**src/rtl/alu_arbiter_if.sv**
```systemverilog
// alu_arbiter_if
// Bundles the request/response channels of both requesters together with the
// ALU operand/result bus that the arbiter drives.
//   slave  modport : used by alu_arbiter (receives requests, drives responses
//                    and the ALU inputs, samples alu_out)
//   master modport : used by the environment (requesters plus the ALU itself)
// Parameters: WIDTH (operand/result width), OP_WIDTH (op-code width).
interface alu_arbiter_if #(
    parameter int WIDTH    = 32,
    parameter int OP_WIDTH = 3
);
    logic                req0_valid;
    logic                req0_ready;
    logic [WIDTH-1:0]    req0_in_a;
    logic [WIDTH-1:0]    req0_in_b;
    logic [OP_WIDTH-1:0] req0_op_code;
    logic                req1_valid;
    logic                req1_ready;
    logic [WIDTH-1:0]    req1_in_a;
    logic [WIDTH-1:0]    req1_in_b;
    logic [OP_WIDTH-1:0] req1_op_code;
    logic                rsp0_valid;
    logic                rsp0_ready;
    logic                rsp1_valid;
    logic                rsp1_ready;
    logic [WIDTH-1:0]    rsp_out;
    logic [WIDTH-1:0]    alu_in_a;
    logic [WIDTH-1:0]    alu_in_b;
    logic [OP_WIDTH-1:0] alu_op_code;
    logic [WIDTH-1:0]    alu_out;

    modport slave (
        input  req0_valid, req0_in_a, req0_in_b, req0_op_code,
        input  req1_valid, req1_in_a, req1_in_b, req1_op_code,
        input  rsp0_ready, rsp1_ready, alu_out,
        output req0_ready, req1_ready, rsp0_valid, rsp1_valid, rsp_out,
        output alu_in_a, alu_in_b, alu_op_code
    );

    modport master (
        output req0_valid, req0_in_a, req0_in_b, req0_op_code,
        output req1_valid, req1_in_a, req1_in_b, req1_op_code,
        output rsp0_ready, rsp1_ready, alu_out,
        input  req0_ready, req1_ready, rsp0_valid, rsp1_valid, rsp_out,
        input  alu_in_a, alu_in_b, alu_op_code
    );
endinterface

```
**src/rtl/alu_arbiter.sv**
```systemverilog
// alu_arbiter
// Shares one combinational ALU between port 0 (integer pipeline) and port 1
// (auxiliary sequencer). The granted port's operands drive the ALU; on the
// request handshake alu_out is captured into a single result register that is
// returned to the owning port and held until that port accepts it.
// Ports:
//   clock   : rising-edge clock
//   reset_n : asynchronous active-low reset (discards any pending result)
//   bus     : alu_arbiter_if.slave - request/response channels and ALU bus
// Configuration macro:
//   ALU_ARB_RR_EN : defined -> round-robin tie break; undefined -> port 0
//                   always wins ties (fixed priority).
module alu_arbiter #(
    parameter int WIDTH    = 32,
    parameter int OP_WIDTH = 3
) (
    input  logic         clock,
    input  logic         reset_n,
    alu_arbiter_if.slave bus
);
    localparam logic [0:0] ST_EMPTY = 1'b0;
    localparam logic [0:0] ST_FULL  = 1'b1;

    logic [0:0]       state_r;
    logic             owner_r;
    logic             prio_r;
    logic [WIDTH-1:0] result_r;

    logic grant0_s;
    logic grant1_s;
    logic owner_ready_s;
    logic can_accept_s;
    logic drain_s;
    logic hs0_s;
    logic hs1_s;

    // Ready of the port currently owning the result register.
    always_comb begin
        owner_ready_s = 1'b0;
        if (owner_r) begin
            owner_ready_s = bus.rsp1_ready;
        end else begin
            owner_ready_s = bus.rsp0_ready;
        end
    end

    // Register is free, or is being drained this cycle; nothing is accepted
    // while reset is asserted.
    assign drain_s      = (state_r == ST_FULL) & owner_ready_s;
    assign can_accept_s = reset_n & ((state_r == ST_EMPTY) | owner_ready_s);

    // Grant among valid requests; prio_r decides a tie. Grant is independent
    // of can_accept so the ALU inputs follow a blocked requester.
    always_comb begin
        grant0_s = 1'b0;
        grant1_s = 1'b0;
        case ({bus.req1_valid, bus.req0_valid})
            2'b01:   grant0_s = 1'b1;
            2'b10:   grant1_s = 1'b1;
            2'b11: begin
                if (prio_r) begin
                    grant1_s = 1'b1;
                end else begin
                    grant0_s = 1'b1;
                end
            end
            default: begin
                grant0_s = 1'b0;
                grant1_s = 1'b0;
            end
        endcase
        if (!reset_n) begin
            grant0_s = 1'b0;
            grant1_s = 1'b0;
        end else begin
            grant0_s = grant0_s;
            grant1_s = grant1_s;
        end
    end

    assign bus.req0_ready = grant0_s & can_accept_s;
    assign bus.req1_ready = grant1_s & can_accept_s;
    assign hs0_s = bus.req0_valid & bus.req0_ready;
    assign hs1_s = bus.req1_valid & bus.req1_ready;

    // ALU operand mux: granted port, or all-zero when nothing is granted.
    always_comb begin
        bus.alu_in_a    = {WIDTH{1'b0}};
        bus.alu_in_b    = {WIDTH{1'b0}};
        bus.alu_op_code = {OP_WIDTH{1'b0}};
        case ({grant1_s, grant0_s})
            2'b01: begin
                bus.alu_in_a    = bus.req0_in_a;
                bus.alu_in_b    = bus.req0_in_b;
                bus.alu_op_code = bus.req0_op_code;
            end
            2'b10: begin
                bus.alu_in_a    = bus.req1_in_a;
                bus.alu_in_b    = bus.req1_in_b;
                bus.alu_op_code = bus.req1_op_code;
            end
            default: begin
                bus.alu_in_a    = {WIDTH{1'b0}};
                bus.alu_in_b    = {WIDTH{1'b0}};
                bus.alu_op_code = {OP_WIDTH{1'b0}};
            end
        endcase
    end

    // Result register, owner, state and tie-break pointer.
    always_ff @(posedge clock or negedge reset_n) begin
        if (!reset_n) begin
            state_r  <= ST_EMPTY;
            owner_r  <= 1'b0;
            prio_r   <= 1'b0;
            result_r <= {WIDTH{1'b0}};
        end else if (hs0_s | hs1_s) begin
            result_r <= bus.alu_out;
            owner_r  <= hs1_s;
            state_r  <= ST_FULL;
`ifdef ALU_ARB_RR_EN
            // The port that was not served wins the next tie.
            prio_r   <= hs0_s;
`else
            prio_r   <= 1'b0;
`endif
        end else if (drain_s) begin
            state_r  <= ST_EMPTY;
        end else begin
            state_r  <= state_r;
        end
    end

    assign bus.rsp0_valid = (state_r == ST_FULL) & ~owner_r;
    assign bus.rsp1_valid = (state_r == ST_FULL) &  owner_r;
    assign bus.rsp_out    = result_r;

endmodule

```
**src/flat_wrapper.sv**
```systemverilog
// flat-port wrapper written by rule: the top's interface ports become plain ports
module alu_arbiter_flat 
#(
    parameter int WIDTH    = 32,
    parameter int OP_WIDTH = 3
)
  (clock, reset_n, bus_req0_valid, bus_req0_in_a, bus_req0_in_b, bus_req0_op_code, bus_req1_valid, bus_req1_in_a, bus_req1_in_b, bus_req1_op_code, bus_rsp0_ready, bus_rsp1_ready, bus_alu_out, bus_req0_ready, bus_req1_ready, bus_rsp0_valid, bus_rsp1_valid, bus_rsp_out, bus_alu_in_a, bus_alu_in_b, bus_alu_op_code);
  alu_arbiter_if #(.WIDTH(WIDTH), .OP_WIDTH(OP_WIDTH)) bus_i ();
  input  logic clock;
  input  logic reset_n;
  input wire logic [$bits(bus_i.req0_valid)-1:0] bus_req0_valid;
  input wire logic [$bits(bus_i.req0_in_a)-1:0] bus_req0_in_a;
  input wire logic [$bits(bus_i.req0_in_b)-1:0] bus_req0_in_b;
  input wire logic [$bits(bus_i.req0_op_code)-1:0] bus_req0_op_code;
  input wire logic [$bits(bus_i.req1_valid)-1:0] bus_req1_valid;
  input wire logic [$bits(bus_i.req1_in_a)-1:0] bus_req1_in_a;
  input wire logic [$bits(bus_i.req1_in_b)-1:0] bus_req1_in_b;
  input wire logic [$bits(bus_i.req1_op_code)-1:0] bus_req1_op_code;
  input wire logic [$bits(bus_i.rsp0_ready)-1:0] bus_rsp0_ready;
  input wire logic [$bits(bus_i.rsp1_ready)-1:0] bus_rsp1_ready;
  input wire logic [$bits(bus_i.alu_out)-1:0] bus_alu_out;
  output wire logic [$bits(bus_i.req0_ready)-1:0] bus_req0_ready;
  output wire logic [$bits(bus_i.req1_ready)-1:0] bus_req1_ready;
  output wire logic [$bits(bus_i.rsp0_valid)-1:0] bus_rsp0_valid;
  output wire logic [$bits(bus_i.rsp1_valid)-1:0] bus_rsp1_valid;
  output wire logic [$bits(bus_i.rsp_out)-1:0] bus_rsp_out;
  output wire logic [$bits(bus_i.alu_in_a)-1:0] bus_alu_in_a;
  output wire logic [$bits(bus_i.alu_in_b)-1:0] bus_alu_in_b;
  output wire logic [$bits(bus_i.alu_op_code)-1:0] bus_alu_op_code;
  assign bus_i.req0_valid = bus_req0_valid;
  assign bus_i.req0_in_a = bus_req0_in_a;
  assign bus_i.req0_in_b = bus_req0_in_b;
  assign bus_i.req0_op_code = bus_req0_op_code;
  assign bus_i.req1_valid = bus_req1_valid;
  assign bus_i.req1_in_a = bus_req1_in_a;
  assign bus_i.req1_in_b = bus_req1_in_b;
  assign bus_i.req1_op_code = bus_req1_op_code;
  assign bus_i.rsp0_ready = bus_rsp0_ready;
  assign bus_i.rsp1_ready = bus_rsp1_ready;
  assign bus_i.alu_out = bus_alu_out;
  assign bus_req0_ready = bus_i.req0_ready;
  assign bus_req1_ready = bus_i.req1_ready;
  assign bus_rsp0_valid = bus_i.rsp0_valid;
  assign bus_rsp1_valid = bus_i.rsp1_valid;
  assign bus_rsp_out = bus_i.rsp_out;
  assign bus_alu_in_a = bus_i.alu_in_a;
  assign bus_alu_in_b = bus_i.alu_in_b;
  assign bus_alu_op_code = bus_i.alu_op_code;
  alu_arbiter #(.WIDTH(WIDTH), .OP_WIDTH(OP_WIDTH)) u_core (.clock(clock), .reset_n(reset_n), .bus(bus_i));
endmodule
```
**config.mk**
```make
export PLATFORM = sky130hd
export DESIGN_NAME = alu_arbiter_flat
export DESIGN_NICKNAME = d
export VERILOG_FILES = /design/src/rtl/alu_arbiter_if.sv /design/src/rtl/alu_arbiter.sv /design/src/flat_wrapper.sv
export SDC_FILE = /design/constraint.sdc
export NUM_CORES = 1
export LEC_CHECK = 0
export BUFFER_PORTS_ARGS = -buffer_cell sky130_fd_sc_hd__buf_2
export CAP_MARGIN = 20
export CORE_AREA = 4 4 105 107
export DETAILED_ROUTE_END_ITERATION = 12
export DIE_AREA = 0 0 109 111
export GPL_ROUTABILITY_DRIVEN = 1
export PLACE_DENSITY = 0.7
export SYNTH_ARGS = -nofsm -noshare
export SYNTH_HDL_FRONTEND = slang
export SYNTH_SLANG_ARGS = --single-unit
```
**constraint.sdc**
```tcl
create_clock -name clock -period 4.2 [get_ports clock]
set_input_delay 0.21 -clock clock [delete_from_list [all_inputs] [get_ports clock]]
set_output_delay 0.21 -clock clock [all_outputs]
set_load 0.01 [all_outputs]
```
# ---- After elaboration in Yosys (flattened, before gate mapping)
# Index checks and enable logic that the tools add are counted.
dict set report op_classes {
  addsub 0
  mul 0
  div 0
  order_cmp 0
  n_eq_ne 5
  shift 0
  n_mux 10
  n_bitwise 12
  reduce_logical 2
}
# cell count
set ops {}
lappend ops {{case mux 32 bit (2 select lines)} 2}
lappend ops {{bitwise AND 1 bit} 8}
lappend ops {{2-to-1 mux 1 bit} 7}
lappend ops {{== test 2 bit, second input constant} 3}
lappend ops {{case mux 3 bit (2 select lines)} 1}
lappend ops {{== test 2 x 1 -> 1 bit, second input constant} 2}
lappend ops {{inverter 1 bit} 2}
lappend ops {{bitwise OR 1 bit} 2}
lappend ops {{nonzero test 2 bit} 1}
lappend ops {{OR reduction 2 bit} 1}
dict set report word_totals {
  ff_bits 34
  latch_bits 0
  ram_bits 0
  romBits 0
  in_bits 172
  out_inout_bits 103
  elab_cells 32
  mem_count 0
}

# ---- Logic depth before layout (Yosys ltp)
# Gate-level depths: netlist of the first run.
dict set report depth {
  ltp_word 8
  depth_mapped 7
  mapped_depth_nobuf 5
}

# ---- Worst setup path after synthesis of the first run
# Ideal clock, no wire load.
dict set report synth_timing {
  kind {input to output}
  start {in bus_req0_valid}
  end {out bus_alu_in_b[19]}
  arrival_time_ns 1.420
  required_ns 3.990
  path_slack_ns 2.570
  path_stages 7
  path_buffers 2
  path_cell_list {nand3b_1 -> inv_1 -> ha_1 -> buf_2 -> buf_1 -> a22oi_1 -> nor2_1}
}
dict set report synth_between {
  elab_chain_cells 6
  elab_cells_between_ends 11
  cone_classes {eq/ne: 5; mux: 5; reduce/logical: 1}
}
# element line
set synth_lines {}
lappend synth_lines {{from (decl)} flat_wrapper.sv:11} ;# input wire logic [$bits(bus_i.req0_valid)-1:0] bus_req0_valid;
lappend synth_lines {{== test 2 x 1 -> 1 bit or == test 2 bit (tied branches)} alu_arbiter.sv:57} ;# case ({bus.req1_valid, bus.req0_valid})
lappend synth_lines {{OR reduction 2 bit (no source line)} -}
lappend synth_lines {{2-to-1 mux 1 bit} -}
lappend synth_lines {{2-to-1 mux 1 bit} alu_arbiter.sv:72} ;# if (!reset_n) begin
lappend synth_lines {{== test 2 bit or == test 2 x 1 -> 1 bit (tied branches)} alu_arbiter.sv:91} ;# case ({grant1_s, grant0_s})
lappend synth_lines {{case mux 32 bit (2 select lines) *} alu_arbiter.sv:91}
lappend synth_lines {{to (decl)} flat_wrapper.sv:28} ;# output wire logic [$bits(bus_i.alu_in_b)-1:0] bus_alu_in_b;
# Every way passes the cells marked *; elsewhere a longest branch is shown, timed or not.

# ---- Worst setup path after layout of the first run
dict set report layout_timing {
  start {in reset_n}
  end {out bus_alu_op_code[1]}
}
dict set report layout_between {
  elab_chain_cells 3
  elab_cells_between_ends 5
  cone_classes {eq/ne: 2; mux: 3}
}
# element line
set layout_lines {}
lappend layout_lines {{from (decl)} flat_wrapper.sv:10} ;# input logic reset_n;
lappend layout_lines {{2-to-1 mux 1 bit} alu_arbiter.sv:72}
lappend layout_lines {{== test 2 bit or == test 2 x 1 -> 1 bit (tied branches)} alu_arbiter.sv:91}
lappend layout_lines {{case mux 3 bit (2 select lines) *} alu_arbiter.sv:91}
lappend layout_lines {{to (decl)} flat_wrapper.sv:29} ;# output wire logic [$bits(bus_i.alu_op_code)-1:0] bus_alu_op_code;
# Marked as above.

==> results of run 1 <==
worst max-delay path: cells and delay by family:
kind | cells | cell delay (ps)
AO/OA/AOI/OAI | 1 | 130
adder cells (fa/ha/maj) | 1 | 320
buffers and inverters | 5 | 1260
AND/OR/NAND/NOR | 2 | 270
flip-flops by register name, summed over array words and instances (netlist names):
register	count
u_core.bus.rsp_out	32
u_core.state_r	1
u_core.owner_r	1
cells in the final DEF, fill, tap and decap left out, types with 2 or more instances in the layout:
master and instances:
buf_2 274, mux2_2 30, inv_1 2, clkbuf_8 5, dfrtp_1 34, and2_1 2
a22oi_1 67, buf_12 3, a21oi_1 2, ha_2 2, nor2_1 69, bufinv_16 2
mux2_1 2, nand2b_1 3
layer usage:
metal	track usage (%)	routed length [um]	vias to the layer above
met4	4.29	212	4
met1	16.8	3620	1331
met3	4.72	1160	20
met2	27.4	5040	168
met5	0	22	-
li1	-	-	1405
layout make-up:
cell class | instances | share of cell area [%]
timing repair buffer | 279 | 37.5
multi-input combinational | 183 | 32.2
clock inverter | 3 | 1.78
clock buffer | 5 | 1.78
inverter | 2 | 0.195
tap | 136 | 4.41
sequential | 34 | 22.0
metrics by stage:
step	area, um^2	setup WS, ps
5_1_grt	3860	1580
3_5_place_dp	3650	1790
6_report	3860	1790
2_1_floorplan	2200	2570
3_3_place_gp	3650	1860
4_1_cts	3800	1240
Yosys cell counts (all sizes together):
cell    count
and2b       1
nand2b      3
clkbuf      8
ha          2
inv         2
nand3b      1
nor2       69
a22oi      67
mux2       32
buf        16
and2        2
o21ai       1
a21oi       3
dfrtp      34
nand2       1
mux2i       1
kinds of logic after synthesis:
kind of cell / synth area share, %
AO/OA/AOI/OAI: 23.9
multiplexers: 16.8
buffers and inverters: 5.56
flip-flops: 38.6
AND/OR/NAND/NOR: 14.0
adder cells (fa/ha/maj): 1.13
power breakdown:
group / leakage, nW / switching (W) / internal (W)
Clock: 0.0683 / 0.000121 / 0.000238
Sequential: 0.398 / 0.0000382 / 0.000398
Combinational: 1.60 / 0.000202 / 0.000212
Total: 2.07 / 0.000361 / 0.000848
path summary, 6_finish.rpt:
path	startpoint	endpoint	slack [ps]	depth (start not counted)
setup / recovery	reset_n	bus_alu_op_code[1]	1790	9
hold / removal	bus_alu_out[4]	u_core.bus.rsp_out[4]$_DFFE_PN0P_	150	2
setup reg to reg	u_core.owner_r$_DFFE_PN0P_	u_core.bus.rsp_out[21]$_DFFE_PN0P_	2240	3
hold reg to reg	u_core.bus.rsp_out[23]$_DFFE_PN0P_	u_core.bus.rsp_out[23]$_DFFE_PN0P_	500	1
max in group asynchronous	reset_n	u_core.bus.rsp_out[21]$_DFFE_PN0P_	3310	3
min in group asynchronous	reset_n	u_core.owner_r$_DFFE_PN0P_	300	2
==> impl_metrics.env, run 1 <==
export IMPL_finClkSkew_ps=8.61
export IMPL_yosysWarnings=0
export IMPL_syn_num_nets=417
export IMPL_cellPowerDensity_nw_per_um2=313
export IMPL_post_cts_repair_setup_buffers=0
export IMPL_drtIter0Drc=299
export IMPL_finalCriticalPeriod_ps=2410
export IMPL_p_leak_nw=2.07
export IMPL_tightest_slew_ps=1000
export IMPL_grt_overflow_total=0
export IMPL_ctsResizeCount=0
export IMPL_max_stage_delay_ps=550
export IMPL_die_h_um=111
export IMPL_ctsHoldBuffers=1
export IMPL_area_growth_pct=75.0
export IMPL_drive_gt1_share_pct=63.0
export IMPL_final_max_slew_viol_count=0
export IMPL_ant_nets=0
export IMPL_final_util_pct=38.1
export IMPL_grt_pass1_wl_um=14700
export IMPL_whs_ps=148
export IMPL_die_w_um=109
export IMPL_path_cells="dlygate4sd3_1, buf_2, nand3b_1, inv_1, ha_2, buf_12, a22oi_1, nor2_1, buf_2"
export IMPL_antenna_found_initial=2
export IMPL_pin_count=275
export IMPL_critical_path_class="input pin to primary output"
export IMPL_syn_area_per_cell_um2=9.07
export IMPL_initial_core_util_pct=21.7
export IMPL_vias_per_cell=4.56
export IMPL_wl_per_cell_um=15.7
export IMPL_cts_root_buf="clkbuf_8"
export IMPL_core_area_um2=10100
export IMPL_clkSinkCount=34
export IMPL_num_rows=37
export IMPL_power_total_w=0.00121
export IMPL_crit_slowest_cell="dlygate4sd3_1"
export IMPL_critPathArrivalTime_ps=2200
export IMPL_ir_drop_mv=0.257
export IMPL_synthCells=243
export IMPL_wirelength_um=10000
export IMPL_setup_violations=0
export IMPL_cts_made_buffers=5
export IMPL_num_nets_final=679
export IMPL_post_place_cells=630
export IMPL_ys_seq_area_share_pct=38.6
export IMPL_cts_htree_levels=2
export IMPL_finalNonFillerCells=642
export IMPL_maxCapViolCount=0
export IMPL_post_route_drc_count=0
export IMPL_status="completed"
export IMPL_gp_congestion=0.842
export IMPL_hp_class="input pin to flop"
export IMPL_fmax_mhz=416
export IMPL_synth_top_area_share_pct=38.6
export IMPL_cts_tree="done"
export IMPL_yosys_area_top_type="dfrtp_1"
export IMPL_first_global_vias=2871
export IMPL_multi_input_area_um2=1240
export IMPL_seqCellArea_um2=851
export IMPL_endpoint_kind="primary output"
export IMPL_setup_tns_ps=0
export IMPL_fill_cells=1047
export IMPL_slew_headroom_pct=33.2
export IMPL_fin_crit_sh_pct=57.3
export IMPL_rsz0062_at_grt="false"
export IMPL_startpoint_type="input pin"
export IMPL_synth_distinct_cells=20
export IMPL_netlist_area_um2=2200
export IMPL_portBuffers=274
export IMPL_crit_path_frequent_cell="buf_2"
export IMPL_track_usage_pct=15.2
export IMPL_dr_total_vias=2928
export IMPL_clk_latency_ps=290
export IMPL_synth_seq_cells=34
export IMPL_clkTransAtPathRegs_ps=80
export IMPL_worstPathRequired_ps=3990
export IMPL_die_area_um2=12100
export IMPL_cts_buffer_depth=2
export IMPL_grt_max_degree=68
export IMPL_path_max_fanout=58
export IMPL_firstDrtPassIters=4
export IMPL_yosys_top_cells_area="dfrtp_1 (39%), a22oi_1 (23%), mux2_2 (15%), nor2_1 (12%), buf_1 (1.9%)"
export IMPL_hpwl_um=8420
export IMPL_timing_final_hold_violations=0
export IMPL_n_antenna_cell=0
No activity file was read; power rests on OpenSTA's default activity.
==> run 2: changes to the inputs <==
ABC_AREA = 1   (was not set)
CORE_AREA = not set   (was 4 4 105 107)
CORE_MARGIN = 4   (was not set)
CORE_UTILIZATION = 25   (was not set)
DIE_AREA = not set   (was 0 0 109 111)
PLACE_DENSITY = 0.76   (was 0.7)
clock period = 2 ns   (was 4.2 ns; I/O delays follow)
==> impl_metrics.env, run 2 <==
export IMPL_status="completed"
export IMPL_r2r_start="u_core.owner_r$_DFFE_PN0P_"
export IMPL_cts_tree="done"
export IMPL_critPathLaunch="reset_n"
export IMPL_reg2regPathDepth=5
export IMPL_cts_buffer_depth=2
export IMPL_power_total_w=0.00275
export IMPL_rsz0062_at_grt="false"
export IMPL_synth_seq_cells=34
export IMPL_cts_made_buffers=5
export IMPL_die_w_um=107
export IMPL_min_to="u_core.bus.rsp_out[16]$_DFFE_PN0P_"
export IMPL_ys_seq_area_share_pct=34.4
export IMPL_yosysWarnings=0
export IMPL_firstDrtPassIters=4
export IMPL_preCtsSetupSlack_ps=385
export IMPL_finClkSkew_ps=8.57
export IMPL_crit_slowest_cell="ha_2"
export IMPL_grt_max_degree=36
export IMPL_grt_overflow_total=0
export IMPL_layout_common_cells="buf_2 (274), nand2_1 (207), a21oi_1 (67)"
export IMPL_path_buf_inv=4
export IMPL_n_antenna_cell=0
export IMPL_synth_most_common_cell="nand2_1"
export IMPL_drive_gt1_share_pct=46.2
export IMPL_final_max_slew_viol_count=0
export IMPL_clkSinkCount=34
export IMPL_dr_total_vias=3521
export IMPL_multi_input_area_um2=1440
export IMPL_largest_reg_flops=32
export IMPL_ant_nets=0
export IMPL_whs_path_depth=3
export IMPL_area_growth_pct=65.2
export IMPL_die_area_um2=11600
export IMPL_post_route_drc_count=0
export IMPL_tightest_slew_ps=858
export IMPL_num_nets_final=820
export IMPL_ys_flop_type="dfrtp_1"
export IMPL_timing_final_hold_violations=0
export IMPL_core_area_um2=9680
export IMPL_hpwl_um=8460
export IMPL_pin_count=275
export IMPL_drtIter0Drc=359
export IMPL_gp_congestion=0.841
export IMPL_hold_start="bus_alu_out[16]"
export IMPL_p_leak_nw=2.26
export IMPL_initial_core_util_pct=25.6
export IMPL_synth_edf_count=0
export IMPL_endpoint_kind="primary output"
export IMPL_synth_commonest_cells="nand2_1 (207), a21oi_1 (67), dfrtp_1 (34)"
export IMPL_hp_class="input pin to flop"
export IMPL_rrSetupSlack_ps=480
export IMPL_netlist_area_um2=2470
export IMPL_setup_violations=0
export IMPL_antenna_found_initial=1
export IMPL_final_common_cell="buf_2"
export IMPL_num_rows=36
export IMPL_die_h_um=107
export IMPL_syn_num_nets=560
export IMPL_cts_htree_levels=2
export IMPL_vias_per_cell=4.51
export IMPL_synth_top_area_share_pct=34.4
export IMPL_path_cells="buf_2, nand2_1, nor2_4, inv_1, ha_2, buf_4, a21oi_1, buf_2"
export IMPL_ctsResizeCount=0
export IMPL_synth_async_reset_ratio_pct=100
export IMPL_finalCriticalPeriod_ps=1600
export IMPL_crit_path_frequent_cell="buf_2"
export IMPL_synth_distinct_cells=16
export IMPL_path_max_fanout=22
export IMPL_wl_met3_um=1130
export IMPL_wl_per_cell_um=13.8
export IMPL_slew_headroom_pct=42.6
export IMPL_first_global_vias=3098
export IMPL_cellPowerDensity_nw_per_um2=673
export IMPL_synthCells=386
export IMPL_wl_met1_um=4330
export IMPL_cts_root_buf="clkbuf_8"
export IMPL_syn_area_per_cell_um2=6.41
export IMPL_portBuffers=274
export IMPL_clk_latency_ps=280
export IMPL_clkTransAtPathRegs_ps=70
export IMPL_critPathArrivalTime_ps=1500
export IMPL_grt_pass1_wl_um=15600
export IMPL_track_usage_pct=16.6
export IMPL_r2r_end="u_core.bus.rsp_out[29]$_DFFE_PN0P_"
export IMPL_postLayoutSetupSlackWorst_ps=400
export IMPL_worstPathRequired_ps=1900
export IMPL_setup_tns_ps=0
export IMPL_fin_crit_sh_pct=80.0
export IMPL_yosys_area_top_type="dfrtp_1"
export IMPL_wl_met2_um=5150
export IMPL_wirelength_um=10700
export IMPL_seqCellArea_um2=851
export IMPL_ir_drop_mv=0.504
export IMPL_startpoint_type="input pin"
export IMPL_whs_ps=60.3
export IMPL_fmax_mhz=625
export IMPL_critPathTopFamily="buffers and inverters"
export IMPL_routed_top_layer="met5"
export IMPL_yosys_top_cells_area="dfrtp_1 (34%), nand2_1 (31%), a21oi_1 (14%), o211ai_1 (9.7%), buf_2 (3.6%)"
export IMPL_max_stage_delay_ps=480
export IMPL_maxCapViolCount=0
export IMPL_fill_cells=1026
export IMPL_critical_path_class="input pin to primary output"
[run 2: worst max path at each step]
stage,cells after the start,end,slack (ps)
finish,8,bus_alu_in_a[9],400
global route,8,bus_alu_in_a[24],210
detailed placement,8,bus_alu_in_a[11],380
CTS,8,bus_alu_in_a[11],400
global placement,8,bus_alu_in_a[11],410
floorplan,8,bus_alu_in_a[30],390
[run 2: layer usage]
| layer | track usage, % | vias to the layer above |
|---|---|---|
| met2 | 27.5 | 172 |
| met4 | 3.52 | 2 |
| li1 | - | 1782 |
| met1 | 21.3 | 1553 |
| met3 | 4.86 | 12 |
| met5 | 0 | - |
[run 2: layout make-up]
type / instances / share of cell area [%]
clock inverter: 2 / 0.918
tap: 133 / 4.07
sequential: 34 / 20.8
inverter: 6 / 0.551
multi-input combinational: 313 / 35.2
timing repair buffer: 286 / 36.7
clock buffer: 6 / 1.77
[run 2: repair_timing]
| action | 4_1_cts | 5_1_grt |
|---|---|---|
| setup buffers | 0 | 0 |
| hold endpoints to repair | 34 | 0 |
| hold buffers | 1 | 0 |
[run 2: worst min-delay path: cells and delay by family]
kind                   cells  cell delay, ps
AOI/OAI and AO/OA          1              70
buffers and inverters      1              80
and+or+nand+nor            1              60
[run 2: per-stage QoR]
stage	util, %	instance area, um^2	cells
2_1_floorplan	-	2470	386
3_5_place_dp	41.0	3970	771
5_1_grt	42.2	4090	780
3_3_place_gp	41.0	3970	771
4_1_cts	42.2	4090	780
6_report	42.2	4090	780
[run 2: power breakdown]
part / internal, W / switching (W) / total, W
registers: 0.000896 / 0.000119 / 0.00102
clock network: 0.000372 / 0.000246 / 0.000618
logic: 0.000475 / 0.000646 / 0.00112
[run 2: kinds of logic (layout without fill, tap and decap cells)]
kind of cell / after synthesis / count (layout) / share of synthesized area [%]
buffers and inverters: 39 / 300 / 7.73
DFF: 34 / 34 / 34.4
adders and majority gates: 2 / 2 / 1.01
and+or+nand+nor: 210 / 210 / 32.7
AOI/OAI and AO/OA: 101 / 101 / 24.2
==> run 3: changes to the inputs <==
clock period = 1.4 ns   (was 2 ns; I/O delays follow)
==> impl_metrics.env, run 3 (same netlist as run 2, synthesis figures left out) <==
export IMPL_fin_crit_sh_pct=95.6
export IMPL_vias_per_cell=4.50
export IMPL_status="completed"
export IMPL_reg2regPathDepth=6
export IMPL_grt_pass1_wl_um=17000
export IMPL_hold_start="bus_alu_out[19]"
export IMPL_hpwl_um=9260
export IMPL_p_leak_nw=2.42
export IMPL_cts_htree_levels=2
export IMPL_fin_area_um2=4700
export IMPL_finClkSkew_ps=5.06
export IMPL_firstDrtPassIters=6
export IMPL_core_area_um2=9680
export IMPL_maxCapViolCount=0
export IMPL_finalCriticalPeriod_ps=1340
export IMPL_whs_path_depth=3
export IMPL_cts_buffer_depth=2
export IMPL_die_h_um=107
export IMPL_final_util_pct=48.5
export IMPL_grt_overflow_total=0
export IMPL_clkSinkCount=34
export IMPL_cts_tree="done"
export IMPL_postLayoutSetupSlackWorst_ps=61.0
export IMPL_startpoint_type="input pin"
export IMPL_sequentialPowerShare_pct=33.3
export IMPL_power_switching_w=0.00157
export IMPL_die_area_um2=11600
export IMPL_first_global_vias=3297
export IMPL_slew_headroom_pct=74.1
export IMPL_initial_core_util_pct=25.6
export IMPL_power_total_w=0.00439
export IMPL_portBuffers=274
export IMPL_dr_total_vias=3589
export IMPL_fmax_mhz=747
export IMPL_critical_path_class="input pin to primary output"
export IMPL_area_growth_pct=89.8
export IMPL_tightest_slew_ps=388
export IMPL_combPwrFrac_pct=42.0
export IMPL_post_route_drc_count=0
export IMPL_gp_congestion=0.801
export IMPL_pin_count=275
export IMPL_layout_common_cells="buf_2 (274), nand2_1 (204), dfrtp_1 (34)"
export IMPL_switching_share_pct=35.9
export IMPL_track_usage_pct=18.2
export IMPL_largest_reg_flops=32
export IMPL_endpoint_kind="primary output"
export IMPL_clk_latency_ps=290
export IMPL_clock_power_share_pct=24.7
export IMPL_timing_final_hold_violations=0
export IMPL_drive_gt1_share_pct=53.2
export IMPL_intPower_w=0.00282
export IMPL_cellPowerDensity_nw_per_um2=935
export IMPL_rsz0062_at_grt="false"
export IMPL_final_common_cell="buf_2"
export IMPL_setup_violations=0
export IMPL_clkTransAtPathRegs_ps=70
export IMPL_ir_drop_mv=0.773
export IMPL_critPathArrivalTime_ps=1270
export IMPL_whs_ps=22.3
export IMPL_num_nets_final=836
export IMPL_wl_per_cell_um=14.4
export IMPL_drtIter0Drc=266
export IMPL_path_max_fanout=8
export IMPL_r2r_start="u_core.owner_r$_DFFE_PN0P_"
export IMPL_cts_root_buf="clkbuf_8"
export IMPL_placed_area_um2=4480
export IMPL_ant_nets=0
export IMPL_num_rows=36
export IMPL_hp_class="input pin to flop"
export IMPL_antenna_found_initial=2
export IMPL_critPathLaunch="reset_n"
export IMPL_cts_made_buffers=5
export IMPL_preCtsSetupSlack_ps=-46.1
export IMPL_final_max_slew_viol_count=0
export IMPL_die_w_um=107
export IMPL_grt_max_degree=49
export IMPL_worstPathRequired_ps=1330
export IMPL_wirelength_um=11500
run 3: changes by cell type in the layout (fill, tap and decap cells not counted), moves of 3 or more:
cell,change
a21oi_1,-34
a21oi_2,+4
a21oi_4,+30
buf_12,+5
buf_4,+10
nand2_1,-3
nand2_2,+3
run 3: metrics by stage:
stage,cells,setup TNS (ps)
5_1_grt,797,0
2_1_floorplan,386,0
6_report,797,0
3_5_place_dp,785,-81.0
3_3_place_gp,785,-8.25
4_1_cts,795,0
run 3: final cells by class:
type                            instances  area, um^2
Sequential cell                        34         851
Fill cell                             956        4990
Antenna cell                            1        2.50
Inverter                                6        22.5
Tap cell                              133         166
Multi-Input combinational cell        313        1810
Clock inverter                          3        68.8
Timing Repair Buffer                  302        1710
Clock buffer                            5        68.8
run 3: what timing repair did:
item                                    in CTS  in global routing
hold endpoints to repair                    34                  0
endpoints found under the setup margin      13                  4
buffers inserted                             0                  1
hold buffers                                 1                  0
pin swaps                                    2                  0
gates cloned                                 1                  0
resized for setup                            2                  5
run 3: critical path, stage by stage:
cell	delay (ps)
buf_2	110
nand2_2	70
nor2_4	100
inv_1	80
ha_4	260
buf_12	160
buf_4	140
a21oi_1	120
buf_2	150
run 3: power by group through the flow:
stage / Clock (W) / Sequential [W] / Combinational, W
2_1_floorplan: 0 / 0.00160 / 0.000805
3_3_place_gp: 0 / 0.00147 / 0.00179
3_5_place_dp: 0 / 0.00146 / 0.00183
4_1_cts: 0.00111 / 0.00146 / 0.00185
5_1_grt: 0.00115 / 0.00150 / 0.00203
6_report: 0.00108 / 0.00146 / 0.00184
run 3: layer usage:
| layer | share of wire [%] | track usage (%) | vias to the layer above |
|---|---|---|---|
| li1 | - | - | 1811 |
| met1 | 40 | 23.8 | 1605 |
| met2 | 49 | 31.0 | 159 |
| met3 | 8.9 | 3.84 | 12 |
| met4 | 1.4 | 3.61 | 2 |
| met5 | 0.11 | 0 | - |
run 3: worst paths after layout:
path	endpoint	slack, ps
min	u_core.bus.rsp_out[19]$_DFFE_PN0P_	20
min in group asynchronous	u_core.bus.rsp_out[27]$_DFFE_PN0P_	310
max	bus_alu_in_a[1]	60
max in group asynchronous	u_core.bus.rsp_out[15]$_DFFE_PN0P_	790
max reg2reg	u_core.bus.rsp_out[25]$_DFFE_PN0P_	190
min reg2reg	u_core.bus.rsp_out[3]$_DFFE_PN0P_	480
